<file path="src/rtl/el2_lsu_trigger_hit_ctl.sv">
// el2_lsu_trigger_hit_ctl
//   Post-processing of the LSU trigger matcher. Raw per-trigger matches from
//   the m stage are chained in pairs (0/1, 2/3, ...) and qualified. They are
//   then registered into the r stage and gated by flush_r. The qualified r-stage
//   hits drive a breakpoint-exception request, a debug-halt request handshake
//   with dec, and per-trigger sticky status that holds until dec acknowledges it.
//
// Parameters
//   NUM_TRIG  trigger count, must be even
//   CNT_W     width of each per-trigger hit counter
//
// Optional feature macro
//   LSU_TRIG_HITCNT_EN  when defined, builds one saturating hit counter per
//                       trigger. When undefined, lsu_trig_hitcnt is tied to 0.
//
// Ports
//   clk, rst             core clock, synchronous active-high reset
//   lsu_trigger_match_m  raw matches (m)
//   lsu_valid_m          valid non-DMA LSU op (m)
//   lsu_exc_m            LSU exception on the m op
//   flush_m / flush_r    kill the m / r stage op
//   trig_chain           even bit i chains trigger i with i+1
//   trig_action          1 = debug halt, 0 = breakpoint exception
//   dec_trig_hit_ack     clears sticky/counter i
//   dec_halt_ack         dec accepted the halt request
//   dec_halt_done        debug halt exited
//   lsu_trigger_hit_r    qualified hits (r)
//   lsu_trig_brkpt_r     breakpoint-exception request (r)
//   lsu_trig_halt_req    debug-halt request level
//   lsu_trig_sticky      sticky hit status
//   lsu_trig_hitcnt      packed hit counters, trigger i at [i*CNT_W +: CNT_W]
module el2_lsu_trigger_hit_ctl #(
  parameter int unsigned NUM_TRIG = 4,
  parameter int unsigned CNT_W    = 16
) (
  input  logic                      clk,
  input  logic                      rst,
  input  logic [NUM_TRIG-1:0]       lsu_trigger_match_m,
  input  logic                      lsu_valid_m,
  input  logic                      lsu_exc_m,
  input  logic                      flush_m,
  input  logic                      flush_r,
  input  logic [NUM_TRIG-1:0]       trig_chain,
  input  logic [NUM_TRIG-1:0]       trig_action,
  input  logic [NUM_TRIG-1:0]       dec_trig_hit_ack,
  input  logic                      dec_halt_ack,
  input  logic                      dec_halt_done,
  output logic [NUM_TRIG-1:0]       lsu_trigger_hit_r,
  output logic                      lsu_trig_brkpt_r,
  output logic                      lsu_trig_halt_req,
  output logic [NUM_TRIG-1:0]       lsu_trig_sticky,
  output logic [NUM_TRIG*CNT_W-1:0] lsu_trig_hitcnt
);

  typedef enum logic [1:0] {
    IDLE   = 2'd0,
    REQ    = 2'd1,
    HALTED = 2'd2
  } state_t;

  logic [NUM_TRIG-1:0] eff_m;
  logic [NUM_TRIG-1:0] q_m;
  logic [NUM_TRIG-1:0] hit_r;
  logic                halt_hit;
  state_t              state;

  // Odd chain bits carry no meaning; fold them into a sink.
  logic unused_chain_odd;
  always_comb begin
    unused_chain_odd = 1'b0;
    for (int unsigned k = 0; k < NUM_TRIG / 2; k++) begin
      unused_chain_odd = unused_chain_odd ^ trig_chain[2*k+1];
    end
  end

  // Pair chaining: an armed chain requires both halves of the pair to match,
  // and then reports the hit on both triggers.
  always_comb begin
    eff_m = lsu_trigger_match_m;
    for (int unsigned k = 0; k < NUM_TRIG / 2; k++) begin
      if (trig_chain[2*k]) begin
        eff_m[2*k]   = lsu_trigger_match_m[2*k] & lsu_trigger_match_m[2*k+1];
        eff_m[2*k+1] = lsu_trigger_match_m[2*k] & lsu_trigger_match_m[2*k+1];
      end
    end
  end

  assign q_m = eff_m & {NUM_TRIG{lsu_valid_m & ~flush_m & ~lsu_exc_m}};

  always_ff @(posedge clk) begin
    if (rst) hit_r <= '0;
    else     hit_r <= q_m;
  end

  assign lsu_trigger_hit_r = hit_r & ~{NUM_TRIG{flush_r}};
  assign lsu_trig_brkpt_r  = |(lsu_trigger_hit_r & ~trig_action);
  assign halt_hit          = |(lsu_trigger_hit_r & trig_action);

  // Set has priority over ack so a hit in the ack cycle is not lost.
  always_ff @(posedge clk) begin
    if (rst) lsu_trig_sticky <= '0;
    else     lsu_trig_sticky <= (lsu_trig_sticky & ~dec_trig_hit_ack) | lsu_trigger_hit_r;
  end

  // Halt handshake; the request is registered alongside the state.
  always_ff @(posedge clk) begin
    if (rst) begin
      state             <= IDLE;
      lsu_trig_halt_req <= 1'b0;
    end else begin
      case (state)
        IDLE: begin
          if (halt_hit) begin
            state             <= REQ;
            lsu_trig_halt_req <= 1'b1;
          end
        end
        REQ: begin
          if (dec_halt_ack) begin
            state             <= HALTED;
            lsu_trig_halt_req <= 1'b0;
          end
        end
        HALTED: begin
          if (dec_halt_done) state <= IDLE;
        end
        default: begin
          state             <= IDLE;
          lsu_trig_halt_req <= 1'b0;
        end
      endcase
    end
  end

`ifdef LSU_TRIG_HITCNT_EN
  logic [CNT_W-1:0] hitcnt [NUM_TRIG];

  // Ack clears and wins over increment; increment saturates at all-ones.
  always_ff @(posedge clk) begin
    for (int unsigned i = 0; i < NUM_TRIG; i++) begin
      if (rst || dec_trig_hit_ack[i]) begin
        hitcnt[i] <= '0;
      end else if (lsu_trigger_hit_r[i] && (hitcnt[i] != '1)) begin
        hitcnt[i] <= hitcnt[i] + 1'b1;
      end
    end
  end

  always_comb begin
    lsu_trig_hitcnt = '0;
    for (int unsigned i = 0; i < NUM_TRIG; i++) begin
      lsu_trig_hitcnt[i*CNT_W +: CNT_W] = hitcnt[i];
    end
  end
`else
  assign lsu_trig_hitcnt = '0;
`endif

endmodule

</file>
<file path="config.mk">
export PLATFORM = sky130hd
export DESIGN_NAME = el2_lsu_trigger_hit_ctl
export DESIGN_NICKNAME = d
export VERILOG_FILES = /design/src/rtl/el2_lsu_trigger_hit_ctl.sv
export SDC_FILE = /design/constraint.sdc
export NUM_CORES = 1
export LEC_CHECK = 0
export CORE_AREA = 2 2 64 66
export CTS_CLUSTER_SIZE = 12
export DETAILED_ROUTE_END_ITERATION = 10
export DIE_AREA = 0 0 66 68
export PLACE_DENSITY = 0.84
export SYNTH_ARGS = -nofsm -noshare
export SYNTH_HDL_FRONTEND = slang
export SYNTH_SLANG_ARGS = --single-unit
</file>
<file path="constraint.sdc">
create_clock -name clk -period 1.1 [get_ports clk]
set_clock_uncertainty 0.15 [all_clocks]
set_input_delay 0.22 -clock clk [delete_from_list [all_inputs] [get_ports clk]]
set_output_delay 0.22 -clock clk [all_outputs]
set_load 0.005 [all_outputs]
</file>
==> metrics.txt <==
outcome=complete, but fails checks; failing checks=setup timing; WS Path Type=reg2out; Clk pwr share=0.395; Switching Share=0.239; Max IR drop VDD=0.224 mV; initial core utilization=0.247; sequential power share=0.417; Hold Path Class=in2reg; final hold vios=0; boundary pin count=98; Multi-input gate area=539 µm²; TritonRoute pass-1 iters=4; TritonCTS clock tree=built; fin nets=190; Worst-Skew Late Latency=0.23 ns; final setup violation count=9; sequential cell area=235 µm²; DIE WIDTH=66 µm; Max-Cap Viols=0; clk slew on worst S/H paths=0.04 ns; hpwl dp=1390 µm; cell taking the most area after synthesis=buf_4; Worst path max stage delay=0.33 ns; yosys warns=0; Psw=0.234 mW; setup TNS=-1.15 ns; CP Cell Sequence=a22oi_2 -> a31oi_1 -> buf_2; Root Driver=clkbuf_8; Internal Power=0.744 mW; Std-Cell Rows=23; number of synthesized flops with an enable pin=0; placer congestion estimate=0.670; largest net degree at the start of global routing=7; Synth area leaders=buf_4, dfxtp_1, nand2b_1; CTS HTree Levels=1; post-route ant nets=0; critical path's slowest cell=dfxtp_2; clk buf depth=2; Worst Path Arrival=0.96 ns; Synth Area per Inst=8.01 µm²; sequential fraction of the synthesis area=0.231; final core utilization=0.323; Die H=68 µm; LEAKAGE=0.657 nW; Num CTS Buffers=3; total power=0.977 mW; # diodes=0; DRT iter0 DRCs=19; Max Slew Vio Count=0; GRT Residual Overflow=0; number of global-route vias before repair=497; GRT Total Usage=0.0628; RSZ-0062 raised after global routing=true; Post-Syn Instances=119; Fin Hold WS=0.0876 ns; area delta synth->final=30.8%; Combinational Power Share=0.188; Yosys cell types=21; fmax=750 MHz; Core Region=3860 µm²; clk sink count=11; initial antenna violation count=0; Via Count=716; Top delay family on crit path=flip-flops; Post-synth ARST share=0; first-pass GRT wire length=2080 µm; Setup crit end kind=primary output; Cell Pwr Density=783 nW/µm²; most frequent cell after synthesis=buf_4; Top FF cell, synth=dfxtp_1; Required @ worst endpoint=0.73 ns; DRC viols=0; area of the die=4490 µm²; Port Buffers=31; crit path max fanout=3; Tmin final=1.33 ns; via density per instance=3.33; post-DR wirelength/cell=7.94 µm; final setup margin=-0.234 ns; synth cell count leaders=buf_4, dfxtp_1, nand2b_1; Buf+Inv Stages, Crit Path=1; startpoint types=register; Synth top area share=0.504; Mapped Area=953 µm²; final worst-path cycle share=1.21; Post-Route WL=1710 µm; Layout fillers=428; Yosys reg bits=11; layout cells sized above 1=0.291
==> cells by family after synthesis <==
logic type,share of synthesized area
buffers and inverters,0.528
AND/OR/NAND/NOR,0.161
AO/OA/AOI/OAI,0.0761
flip-flops,0.231
other,0.00393
==> layer usage <==
metal / vias to the layer above / GRT usage / part of all wire
met5: - / 0 / 0
met4: 0 / 0.0230 / 0.0082
met3: 3 / 0.0280 / 0.13
met2: 55 / 0.114 / 0.53
met1: 314 / 0.0644 / 0.33
li1: 344 / - / -
==> layout make-up <==
| cell class | count | area share |
|---|---|---|
| Clock buffer | 4 | 0.0361 |
| Inverter | 6 | 0.0181 |
| Multi-Input combinational cell | 101 | 0.432 |
| Sequential cell | 11 | 0.189 |
| Tap cell | 50 | 0.0502 |
| Timing Repair Buffer | 43 | 0.275 |
==> stage by stage <==
stage | cells | area (µm²) | setup WS (ns)
final | 215 | 1250 | -0.234
after global routing | 215 | 1250 | -0.300
after CTS | 212 | 1210 | -0.236
after detailed placement | 206 | 1130 | -0.757
after global placement | 206 | 1130 | -0.741
after floorplan | 182 | 1190 | -0.0860
==> state kept, by name (all words and copies together), names as in the netlist <==
signal,cells
hit_r,4
lsu_trig_halt_req,1
lsu_trig_sticky,4
state,2
==> what timing repair did <==
| item | CTS | global route |
|---|---|---|
| hold buffers | 0 | 0 |
| setup buffers | 2 | 3 |
| pin swaps | 6 | 4 |
| resized for setup | 77 | 7 |
| endpoints found under the setup margin | 18 | 10 |
==> power by group through the flow <==
stage          clock network (mW)  logic (mW)  registers, mW
2_1_floorplan                   0       0.236          0.415
3_3_place_gp                    0       0.174          0.415
3_5_place_dp                    0       0.177          0.415
4_1_cts                     0.396       0.176          0.406
5_1_grt                     0.411       0.208          0.407
6_report                    0.386       0.184          0.407
==> placed cells by master, fill, tap and decap left out, drive strengths merged <==
| cell | synthesis | layout |
|---|---|---|
| nor2b | 4 | 4 |
| nor4b | 1 | 1 |
| a22o | 1 | 1 |
| o21ai | 2 | 2 |
| dfxtp | 11 | 11 |
| a22oi | 1 | 1 |
| clkbuf | 0 | 5 |
| nor2 | 4 | 4 |
| and3 | 4 | 4 |
| clkdlybuf4s15 | 0 | 3 |
| conb | 1 | 64 |
| or3b | 1 | 1 |
| dlygate4sd2 | 0 | 6 |
| a221oi | 1 | 1 |
| nand2b | 7 | 7 |
| inv | 6 | 6 |
| a21oi | 5 | 5 |
| a31oi | 1 | 1 |
| nand3b | 2 | 2 |
| buf | 64 | 22 |
| or2 | 1 | 1 |
| or3 | 1 | 1 |
| clkdlybuf4s50 | 0 | 11 |
| o22ai | 1 | 1 |
==> final timing paths <==
kind                                          from                  to  slack (ns)  depth (start not counted)
worst min-delay path                           rst  lsu_trig_sticky[1]        0.09                          2
worst max-delay path                      hit_r[0]    lsu_trig_brkpt_r       -0.23                          3
worst min register to register  lsu_trig_sticky[1]  lsu_trig_sticky[1]        0.32                          2
worst max register to register            state[1]            state[0]       -0.16                          3
No activity file was read; power rests on OpenSTA's default activity.
